File: src/rtl/mseq_pkg.sv
`default_nettype none
// ============================================================================
// Module      : mseq_pkg
// Description : Shared types and constants for the micro-sequencer:
//               control-word field positions, seq/csel encodings, state
//               enum, and the opcode dispatch map (DMAP).
// Revision    : 1.0 - initial release
// ============================================================================
package mseq_pkg;

  localparam int unsigned UADDR_W_DEF     = 5;
  localparam int unsigned MAX_UADDR_DEF   = 24;
  localparam int unsigned RESET_UADDR_DEF = 8;
  localparam int unsigned TRAP_UADDR_DEF  = 0;

  // Control word layout (29 bits, only the low 10 are sequencing fields)
  localparam int unsigned CWRD_W   = 29;
  localparam int unsigned NEXT_LSB = 0;
  localparam int unsigned NEXT_MSB = 4;
  localparam int unsigned SEQ_LSB  = 5;
  localparam int unsigned SEQ_MSB  = 6;
  localparam int unsigned CSEL_LSB = 7;
  localparam int unsigned CSEL_MSB = 8;
  localparam int unsigned LINK_BIT = 9;

  typedef enum logic [1:0] {
    SEQ_WAITMEM  = 2'b00,
    SEQ_COND     = 2'b01,
    SEQ_DISPATCH = 2'b10,
    SEQ_JUMP     = 2'b11
  } seq_e;

  typedef enum logic [1:0] {
    CSEL_Z   = 2'b00,
    CSEL_C   = 2'b01,
    CSEL_N   = 2'b10,
    CSEL_ONE = 2'b11
  } csel_e;

  typedef enum logic [1:0] {
    RUN    = 2'b00,
    WAIT   = 2'b01,
    HALTED = 2'b10
  } state_e;

  // Which rule the target selector applies this cycle
  typedef enum logic [1:0] {
    MODE_RUN     = 2'b00,  // decode seq field
    MODE_RELEASE = 2'b01,  // leaving WAIT: target = next
    MODE_RESUME  = 2'b10   // leaving HALTED: target = DMAP[opcode]
  } eval_mode_e;

  typedef struct packed {
    logic                   valid;
    logic [UADDR_W_DEF-1:0] uaddr;
  } dmap_entry_t;

  // Opcode dispatch map: opcodes 0-7 populated, 8-15 unmapped
  function automatic dmap_entry_t dmap_lookup(input logic [3:0] op);
    dmap_entry_t e;
    e = '{valid: 1'b0, uaddr: '0};
    case (op)
      4'd0:    e = '{valid: 1'b1, uaddr: 5'd1};
      4'd1:    e = '{valid: 1'b1, uaddr: 5'd9};
      4'd2:    e = '{valid: 1'b1, uaddr: 5'd12};
      4'd3:    e = '{valid: 1'b1, uaddr: 5'd15};
      4'd4:    e = '{valid: 1'b1, uaddr: 5'd16};
      4'd5:    e = '{valid: 1'b1, uaddr: 5'd17};
      4'd6:    e = '{valid: 1'b1, uaddr: 5'd19};
      4'd7:    e = '{valid: 1'b1, uaddr: 5'd21};
      default: e = '{valid: 1'b0, uaddr: '0};
    endcase
    return e;
  endfunction

endpackage
`default_nettype wire

File: src/rtl/mseq_next_addr.sv
`default_nettype none
// ============================================================================
// Module      : mseq_next_addr
// Description : Combinational micro-address target selection (jump, cond,
//               dispatch, wait-for-memory, stack pop) plus range check.
//               Optional 1-deep call stack enabled by MSEQ_CALL_STACK_EN.
// Revision    : 1.0 - initial release
// ============================================================================
module mseq_next_addr
  import mseq_pkg::*;
#(
  parameter int unsigned UADDR_W    = UADDR_W_DEF,
  parameter int unsigned MAX_UADDR  = MAX_UADDR_DEF,
  parameter int unsigned TRAP_UADDR = TRAP_UADDR_DEF
) (
  input  eval_mode_e         mode_i,
  input  seq_e               seq_i,
  input  csel_e              csel_i,
  input  logic               link_i,
  input  logic [UADDR_W-1:0] next_i,
  input  logic [UADDR_W-1:0] cur_i,
  input  logic [3:0]         opcode_i,
  input  logic               flag_z_i,
  input  logic               flag_c_i,
  input  logic               flag_n_i,
  input  logic               mem_ready_i,
  input  logic [UADDR_W-1:0] ret_i,
  input  logic               ret_valid_i,
  output logic [UADDR_W-1:0] target_o,
  output logic               illegal_o,
  output logic               range_err_o,
  output logic               stall_o,
  output logic               push_o,
  output logic               pop_o
);

  localparam logic [UADDR_W-1:0] C_MAX  = UADDR_W'(MAX_UADDR);
  localparam logic [UADDR_W-1:0] C_TRAP = UADDR_W'(TRAP_UADDR);
  localparam logic [UADDR_W-1:0] C_ONE  = UADDR_W'(1);

  dmap_entry_t        w_dmap;
  logic [UADDR_W-1:0] w_raw;
  logic               w_force_trap;
  logic               w_stack_err;
  logic               w_cond;
  logic               w_link_en;

  assign w_dmap = dmap_lookup(opcode_i);

`ifdef MSEQ_CALL_STACK_EN
  assign w_link_en = link_i;
`else
  // Without the call stack the link bit and return inputs carry no meaning
  logic w_unused_stack;
  assign w_link_en      = 1'b0;
  assign w_unused_stack = ^{link_i, ret_i, ret_valid_i};
`endif

  // Branch condition selected by csel
  always_comb begin
    w_cond = 1'b1;
    unique case (csel_i)
      CSEL_Z:  w_cond = flag_z_i;
      CSEL_C:  w_cond = flag_c_i;
      CSEL_N:  w_cond = flag_n_i;
      default: w_cond = 1'b1;
    endcase
  end

  // Raw target before range checking; trap requests bypass the range check
  always_comb begin
    w_raw        = cur_i;
    w_force_trap = 1'b0;
    w_stack_err  = 1'b0;
    illegal_o    = 1'b0;
    stall_o      = 1'b0;
    push_o       = 1'b0;
    pop_o        = 1'b0;
    unique case (mode_i)
      MODE_RELEASE: w_raw = next_i;
      MODE_RESUME: begin
        if (w_dmap.valid) begin
          w_raw = UADDR_W'(w_dmap.uaddr);
        end else begin
          w_force_trap = 1'b1;
          illegal_o    = 1'b1;
        end
      end
      default: begin
        unique case (seq_i)
          SEQ_JUMP: begin
            w_raw  = next_i;
            push_o = w_link_en;
          end
          SEQ_COND: w_raw = w_cond ? next_i : (cur_i + C_ONE);
          SEQ_DISPATCH: begin
            if (w_link_en) begin
              // Return through the stack instead of the opcode map
              pop_o = 1'b1;
              if (ret_valid_i) begin
                w_raw = ret_i;
              end else begin
                w_force_trap = 1'b1;
                w_stack_err  = 1'b1;
              end
            end else if (w_dmap.valid) begin
              w_raw = UADDR_W'(w_dmap.uaddr);
            end else begin
              w_force_trap = 1'b1;
              illegal_o    = 1'b1;
            end
          end
          default: begin
            // WAITMEM: proceed on ready, otherwise re-issue the current word
            if (mem_ready_i) begin
              w_raw = next_i;
            end else begin
              w_raw   = cur_i;
              stall_o = 1'b1;
            end
          end
        endcase
      end
    endcase
  end

  // Replace unpopulated control-store targets with the trap word
  always_comb begin
    target_o    = w_raw;
    range_err_o = 1'b0;
    if (w_force_trap) begin
      target_o    = C_TRAP;
      range_err_o = w_stack_err;
    end else if (w_raw > C_MAX) begin
      target_o    = C_TRAP;
      range_err_o = 1'b1;
    end
  end

endmodule
`default_nettype wire

File: src/rtl/micro_sequencer.sv
`default_nettype none
// ============================================================================
// Module      : micro_sequencer
// Description : Next-micro-address generator for the microprogrammed control
//               unit. Holds the RUN/WAIT/HALTED state, the current address,
//               the pending-halt latch and sticky error flags.
//               Optional feature macro: MSEQ_CALL_STACK_EN (1-deep return
//               register for link JUMP / link DISPATCH).
// Revision    : 1.0 - initial release
// ============================================================================
module micro_sequencer
  import mseq_pkg::*;
#(
  parameter int unsigned UADDR_W     = UADDR_W_DEF,
  parameter int unsigned MAX_UADDR   = MAX_UADDR_DEF,
  parameter int unsigned RESET_UADDR = RESET_UADDR_DEF,
  parameter int unsigned TRAP_UADDR  = TRAP_UADDR_DEF
) (
  input  logic               clk,
  input  logic               reset,
  input  logic [CWRD_W-1:0]  cwrd,
  input  logic [3:0]         opcode,
  input  logic               flag_z,
  input  logic               flag_c,
  input  logic               flag_n,
  input  logic               mem_ready,
  input  logic               halt_req,
  input  logic               run,
  output logic [UADDR_W-1:0] uaddr,
  output logic               halted,
  output logic               illegal_op,
  output logic               uaddr_err
);

  localparam logic [UADDR_W-1:0] C_RESET = UADDR_W'(RESET_UADDR);
  localparam logic [UADDR_W-1:0] C_TRAP  = UADDR_W'(TRAP_UADDR);

  state_e             state_q, state_d;
  logic [UADDR_W-1:0] cur_q;
  logic               pending_q, pending_d;
  logic               illegal_q, illegal_d;
  logic               uaddr_err_q, uaddr_err_d;

  logic [UADDR_W-1:0] w_next;
  seq_e               w_seq;
  csel_e              w_csel;
  logic               w_link;
  eval_mode_e         w_mode;
  logic               w_halt_entry;
  logic [UADDR_W-1:0] w_target;
  logic               w_illegal;
  logic               w_range_err;
  logic               w_stall;
  logic               w_push;
  logic               w_pop;
  logic [UADDR_W-1:0] w_ret;
  logic               w_ret_valid;
  logic               w_unused_cwrd;

  assign w_next        = cwrd[NEXT_MSB:NEXT_LSB];
  assign w_seq         = seq_e'(cwrd[SEQ_MSB:SEQ_LSB]);
  assign w_csel        = csel_e'(cwrd[CSEL_MSB:CSEL_LSB]);
  assign w_link        = cwrd[LINK_BIT];
  assign w_unused_cwrd = ^cwrd[CWRD_W-1:LINK_BIT+1];

  // A pending halt takes effect at the next dispatch boundary
  assign w_halt_entry = (state_q == RUN) && (w_seq == SEQ_DISPATCH) && pending_q;

  // Choose the target rule from the current state
  always_comb begin
    w_mode = MODE_RUN;
    unique case (state_q)
      WAIT:    w_mode = MODE_RELEASE;
      HALTED:  w_mode = MODE_RESUME;
      default: w_mode = MODE_RUN;
    endcase
  end

  mseq_next_addr #(
    .UADDR_W    (UADDR_W),
    .MAX_UADDR  (MAX_UADDR),
    .TRAP_UADDR (TRAP_UADDR)
  ) u_next_addr (
    .mode_i      (w_mode),
    .seq_i       (w_seq),
    .csel_i      (w_csel),
    .link_i      (w_link),
    .next_i      (w_next),
    .cur_i       (cur_q),
    .opcode_i    (opcode),
    .flag_z_i    (flag_z),
    .flag_c_i    (flag_c),
    .flag_n_i    (flag_n),
    .mem_ready_i (mem_ready),
    .ret_i       (w_ret),
    .ret_valid_i (w_ret_valid),
    .target_o    (w_target),
    .illegal_o   (w_illegal),
    .range_err_o (w_range_err),
    .stall_o     (w_stall),
    .push_o      (w_push),
    .pop_o       (w_pop)
  );

  // Next state, issued address and sticky-flag updates
  always_comb begin
    state_d     = state_q;
    uaddr       = w_target;
    pending_d   = pending_q | halt_req;
    illegal_d   = illegal_q;
    uaddr_err_d = uaddr_err_q;
    unique case (state_q)
      RUN: begin
        if (w_halt_entry) begin
          uaddr     = C_TRAP;
          state_d   = HALTED;
          pending_d = halt_req;
        end else begin
          illegal_d   = illegal_q | w_illegal;
          uaddr_err_d = uaddr_err_q | w_range_err;
          if (w_stall) begin
            state_d = WAIT;
          end
        end
      end
      WAIT: begin
        if (mem_ready) begin
          uaddr_err_d = uaddr_err_q | w_range_err;
          state_d     = RUN;
        end else begin
          uaddr = cur_q;
        end
      end
      HALTED: begin
        if (run) begin
          illegal_d   = illegal_q | w_illegal;
          uaddr_err_d = uaddr_err_q | w_range_err;
          state_d     = RUN;
        end else begin
          uaddr = C_TRAP;
        end
      end
      default: begin
        uaddr   = C_TRAP;
        state_d = RUN;
      end
    endcase
    // Keep control_reg and the sequencer aligned on the reset word
    if (reset) begin
      uaddr = C_RESET;
    end
  end

  // State, current address, halt latch and sticky flags
  always_ff @(posedge clk) begin
    if (reset) begin
      state_q     <= RUN;
      cur_q       <= C_RESET;
      pending_q   <= 1'b0;
      illegal_q   <= 1'b0;
      uaddr_err_q <= 1'b0;
    end else begin
      state_q     <= state_d;
      cur_q       <= uaddr;
      pending_q   <= pending_d;
      illegal_q   <= illegal_d;
      uaddr_err_q <= uaddr_err_d;
    end
  end

`ifdef MSEQ_CALL_STACK_EN
  localparam logic [UADDR_W-1:0] C_ONE = UADDR_W'(1);

  logic [UADDR_W-1:0] ret_q, ret_d;
  logic               ret_valid_q, ret_valid_d;

  assign w_ret       = ret_q;
  assign w_ret_valid = ret_valid_q;

  // Push return address on link JUMP, consume it on link DISPATCH
  always_comb begin
    ret_d       = ret_q;
    ret_valid_d = ret_valid_q;
    if ((state_q == RUN) && !w_halt_entry) begin
      if (w_push) begin
        ret_d       = cur_q + C_ONE;
        ret_valid_d = 1'b1;
      end else if (w_pop) begin
        ret_valid_d = 1'b0;
      end
    end
  end

  // Return register storage
  always_ff @(posedge clk) begin
    if (reset) begin
      ret_q       <= '0;
      ret_valid_q <= 1'b0;
    end else begin
      ret_q       <= ret_d;
      ret_valid_q <= ret_valid_d;
    end
  end
`else
  logic w_unused_stack_ctl;
  assign w_ret              = '0;
  assign w_ret_valid        = 1'b0;
  assign w_unused_stack_ctl = w_push ^ w_pop;
`endif

  assign halted     = (state_q == HALTED);
  assign illegal_op = illegal_q;
  assign uaddr_err  = uaddr_err_q;

endmodule
`default_nettype wire

File: config.mk
export PLATFORM = sky130hd
export DESIGN_NAME = micro_sequencer
export DESIGN_NICKNAME = d
export VERILOG_FILES = /design/src/rtl/mseq_pkg.sv /design/src/rtl/mseq_next_addr.sv /design/src/rtl/micro_sequencer.sv
export SDC_FILE = /design/constraint.sdc
export NUM_CORES = 1
export LEC_CHECK = 0
export BUFFER_PORTS_ARGS = -buffer_cell sky130_fd_sc_hd__clkbuf_2
export CAP_MARGIN = 20
export CORE_MARGIN = 2
export CORE_UTILIZATION = 44
export DETAILED_ROUTE_END_ITERATION = 8
export GPL_ROUTABILITY_DRIVEN = 0
export GPL_TIMING_DRIVEN = 0
export PLACE_DENSITY = 0.77
export SYNTH_ARGS = -nofsm -noshare
export SYNTH_HDL_FRONTEND = slang
export SYNTH_HIERARCHICAL = 1
export SYNTH_SLANG_ARGS = --single-unit
File: constraint.sdc
create_clock -name clk -period 2.5 [get_ports clk]
set_input_delay 0.375 -clock clk [delete_from_list [all_inputs] [get_ports clk]]
set_output_delay 0.375 -clock clk [all_outputs]
set_load 0.03 [all_outputs]
==> impl_metrics.json, run 1 <==
{
  "dp_hpwl_um": 2690,
  "synth.cell_area_sq_mm": 0.00119,
  "path_clk_slew_ns": 0.07,
  "grt_pass1_wl_um": 6850,
  "antenna_found_initial": 0,
  "io_pins": 49,
  "die_y_um": 56.1,
  "powerDensity_mw_per_mm2": 413,
  "io_buffers": 26,
  "final_antenna_net_count": 0,
  "required_ns": 2.12,
  "worst_slack_ns": -0.434,
  "grt_max_degree": 11,
  "wl_um": 4410,
  "start_util_pct": 47.4,
  "clock.fmax_mhz": 341,
  "regArea_sq_um": 208,
  "die_area_sq_mm": 0.00315,
  "clk-insertion-delay-late_ns": 0.28,
  "dr.pass1.iters": 4,
  "drc": 0,
  "ir_worst_vdd_uv": 399,
  "n_antenna_cell": 0,
  "syn2layout_area_growth_pct": 50.9,
  "p_total_mw": 0.745,
  "drive_gt1_share_pct": 48.3,
  "numCtsBuffers": 3,
  "die_w_um": 56.1,
  "multi_input_area_sq_mm": 0.00111,
  "nets": 250,
  "num_vias": 1531,
  "crit_start": "cwrd[7]",
  "clkSinkCount": 10,
  "cts_hold_buffers": 0,
  "drtIter0Drc": 123,
  "layout_commonest_cell": "clkbuf_2",
  "relSlewSlack_pct": 57.4,
  "grt_setup_unrepaired": "yes",
  "arrival_ns": 2.56,
  "hold_class": "in2reg",
  "htreeDepth": 1,
  "outcome": "finished, violations left",
  "maxSlewViolCount": 0,
  "syn_avg_cell_area_sq_um": 7.42,
  "yosysWarnings": 6,
  "cts_root_buffer": "clkbuf_4",
  "grt-ovfl-total": 0,
  "whs_ns": 0.310,
  "rows": 18,
  "synthesis.nets": 205,
  "maxCapViolCount": 0,
  "via_per_inst": 6.51,
  "crit_type": "in2out",
  "grt_pass1_vias": 1509,
  "post-route-period-util_pct": 117,
  "cp_max_fo": 4,
  "cts_tree": "yes",
  "leakagePower_nw": 0.735,
  "startpoint_type": "primary input",
  "clock_path_buffers": 2,
  "fin_crit_ns": 2.93,
  "violations": "negative setup slack",
  "coreArea_sq_mm": 0.00252,
  "routedWlPerCell_um": 18.8,
  "synth_cells": 161,
  "min_from": "halt_req",
  "skew_ns": 0.000659,
  "fill_cells": 170,
  "tns_ns": -1.84,
  "reg2reg_from": "state_q[1]$_SDFFE_PP0P_",
  "setup_viol": 5,
  "tightest_slew_ns": 0.633,
  "finalHoldViolCount": 0,
  "end_kind": "primary output",
  "final_cell_mix": "clkbuf_2 (22), nand2_1 (15), nor2_1 (12)",
  "grt_util_all_layers_pct": 27.3
}
path summary, 6_finish.rpt:
kind         depth (start not counted)                       to  slack [ns]
min                                  3     pending_q$_SDFF_PP0_        0.31
max                                 10                 uaddr[4]       -0.43
min reg2reg                          2  illegal_op$_SDFFE_PP0P_        0.48
max reg2reg                         13      cur_q[4]$_SDFF_PP0_        0.05
report_power, final:
part           internal (mW)  switching (mW)
Combinational          0.178           0.218
Clock                 0.0888          0.0674
Sequential             0.173          0.0205
metrics by stage:
stage | setup WS, ns | cells | util, % | cell area (sq um)
finish | -0.434 | 235 | 71.5 | 1800
global route | -0.570 | 235 | 71.5 | 1800
CTS | -0.408 | 233 | 66.7 | 1680
global placement | -0.522 | 217 | 57.4 | 1450
floorplan | -0.0641 | 161 | - | 1280
detailed placement | -0.548 | 217 | 57.4 | 1450
state kept, by name (all words and copies together) (netlist names):
signal	count
state_q	2
cur_q	5
illegal_op	1
pending_q	1
uaddr_err	1
critical path, stage by stage:
cell and delay, ns:
clkbuf_2 0.11, mux2_4 0.33, o22a_4 0.28, o311a_4 0.37, a211oi_4 0.32, nor3_4 0.08
a211oi_2 0.28, nand2_2 0.12, o21ai_4 0.15, buf_8 0.13
timing repair:
item                                    CTS  global route
cloned                                    0             0
gates resized for setup                  24            25
pin swaps                                 7             8
endpoints found under the setup margin    5             6
buffers inserted                         13             7
layer usage:
layer | vias up | wire length, um | GRT usage (%)
met2 | 115 | 2080 | 45.2
met3 | 38 | 365 | 6.98
met1 | 689 | 1690 | 31.7
met4 | 0 | 271 | 15.3
met5 | - | 0 | 0
li1 | 689 | - | -
layout make-up:
class                           instances  share of cell area (%)
Multi-Input combinational cell        131                    61.6
Timing Repair Buffer                   41                    17.0
Inverter                               12                    2.64
Tap cell                               30                    2.08
Buffer                                  7                    3.12
Clock buffer                            4                    2.01
Sequential cell                        10                    11.5
Note: power is estimated with default switching activity, not from simulation.
==> inputs of run 2 (changes only) <==
TNS_END_PERCENT = 1   (was default)
==> run 2 against run 1 <==
  * The flow still finishes with violations (negative setup slack)
  * Sequential share of layout area grew 0.22 points
  * Wire length fell by 1.8%
  * Register-to-register slack worse by 0.48 ns
  * Clock skew about the same
  * Worst setup slack worse by 0.0068 ns
  * Die area unchanged
  * Largest cell class unchanged
==> impl_metrics.json, run 2 (synthesized netlist as in run 1, its figures left out) <==
{
  "stdcell_count": 240,
  "arrival_ns": 2.57,
  "crit_family": "compound AO/OA/AOI/OAI gates",
  "cp_slowest_cell": "dfxtp_1",
  "startpoint_type": "flip-flop",
  "fin_crit_ns": 2.94,
  "final_cell_mix": "clkbuf_2 (22), buf_4 (20), nand2_1 (15)",
  "die_area_sq_mm": 0.00315,
  "post-place-cells": 217,
  "cts_root_buffer": "clkbuf_4",
  "whs_ns": 0.321,
  "grt_setup_unrepaired": "yes",
  "io_pins": 49,
  "wl_um": 4330,
  "violations": "negative setup slack",
  "required_ns": 2.12,
  "clock_path_buffers": 2,
  "post-route-util_pct": 70.5,
  "dp_hpwl_um": 2690,
  "cp_max_fo": 6,
  "dpl-instance-area_sq_mm": 0.00145,
  "crit_cells": 10,
  "crit_type": "reg2out",
  "tightest_slew_ns": 0.689,
  "ir_worst_vdd_uv": 410,
  "grt_pass1_vias": 1486,
  "clock.fmax_mhz": 340,
  "path_clk_slew_ns": 0.07,
  "leakagePower_nw": 0.743,
  "clkSinkCount": 10,
  "final_antenna_net_count": 0,
  "clk-insertion-delay-late_ns": 0.27,
  "start_util_pct": 47.4,
  "nets": 255,
  "worst_slack_ns": -0.440,
  "grt_pass1_wl_um": 6600,
  "outcome": "finished, violations left",
  "rows": 18,
  "maxSlewViolCount": 0,
  "coreArea_sq_mm": 0.00252,
  "num_vias": 1571,
  "rr_worst_depth": 17,
  "grt-ovfl-total": 0,
  "htreeDepth": 1,
  "maxCapViolCount": 0,
  "routedWlPerCell_um": 18.1,
  "skew_ns": 0.000850,
  "io_buffers": 26,
  "layout_commonest_cell": "clkbuf_2",
  "post-route-period-util_pct": 118,
  "antenna_found_initial": 0,
  "reg2reg_setup_slack_ns": -0.43,
  "reg_top3": "cur_q (5), state_q (2)",
  "largest_reg_flops": 5,
  "setup_viol": 6,
  "syn2layout_area_growth_pct": 48.9,
  "regMostFlops": "cur_q",
  "hold_class": "in2reg",
  "final_area_sq_mm": 0.00178,
  "n_antenna_cell": 0,
  "via_per_inst": 6.55,
  "relSlewSlack_pct": 53.7,
  "drive_gt1_share_pct": 47.6,
  "end_kind": "primary output",
  "path_buf_inv": 2,
  "drtIter0Drc": 111,
  "p_total_mw": 0.728,
  "dr.pass1.iters": 5,
  "drc": 0,
  "worstPathCellList": "nand3_1 -> xnor2_1 -> o311a_4 -> a211oi_4 -> buf_4 -> o31ai_4 -> nor2_1 -> nand2_1 -> o21ai_2 -> buf_6",
  "grt_util_all_layers_pct": 25.9,
  "grt_max_degree": 11,
  "die_y_um": 56.1,
  "finalHoldViolCount": 0,
  "hold_path_depth": 3,
  "powerDensity_mw_per_mm2": 409,
  "die_w_um": 56.1,
  "numCtsBuffers": 3,
  "cts_tree": "yes",
  "crit_path_max_incr_delay_ns": 0.47
}
==> run 2: path summary, 6_finish.rpt <==
check	start	end
worst min-delay path	halt_req	pending_q$_SDFF_PP0_
worst max register to register	state_q[1]$_SDFFE_PP0P_	cur_q[4]$_SDFF_PP0_
worst min register to register	illegal_op$_SDFFE_PP0P_	illegal_op$_SDFFE_PP0P_
worst max-delay path	cur_q[0]$_SDFF_PP0_	uaddr[2]
==> run 2: through the flow <==
stage | worst slack [ns] | TNS [ns]
finish | -0.440 | -2.46
global route | -0.617 | -3.41
CTS | -0.408 | -2.19
detailed placement | -0.548 | -2.13
global placement | -0.522 | -1.97
floorplan | -0.0641 | -0.0644
==> run 2: repair_timing <==
item	CTS	global route
setup buffers	12	8
gates resized for setup	13	32
endpoints found under the setup margin	5	6
hold buffers	0	0
pin swaps	6	15
==> run 2: worst register-to-register path, stage by stage, from the launching register on <==
cell and delay, ns:
dfxtp_4 0.35, and2b_2 0.24, inv_2 0.05, ha_4 0.25, clkbuf_16 0.17, o21ai_2 0.07, a311oi_2 0.05, a31oi_1 0.29
nand3_2 0.16, a211oi_2 0.23, nand2_2 0.11, buf_6 0.14, buf_4 0.12, buf_4 0.13, buf_4 0.13, buf_4 0.12
buf_4 0.13, o21ai_2 0.12
==> run 2: layer usage <==
| layer | GRT usage [%] | up-vias | share of wire, % |
|---|---|---|---|
| met5 | 0 | - | 0 |
| li1 | - | 695 | - |
| met1 | 29.6 | 723 | 37 |
| met4 | 12.6 | 0 | 6.7 |
| met2 | 44.5 | 116 | 47 |
| met3 | 6.51 | 37 | 8.9 |
==> run 2: final cells by class <==
class | count | area (sq um)
sequential | 10 | 209
fill | 184 | 743
buffer | 7 | 56.3
inverter | 12 | 47.5
clock buffer | 4 | 36.3
timing repair buffer | 46 | 315
tap | 30 | 37.5
multi-input combinational | 131 | 1080
==> run 2: power by group <==
group	switching [mW]	internal, mW
clock	0.0619	0.0886
combinational	0.210	0.174
sequential	0.0201	0.174
total	0.292	0.436
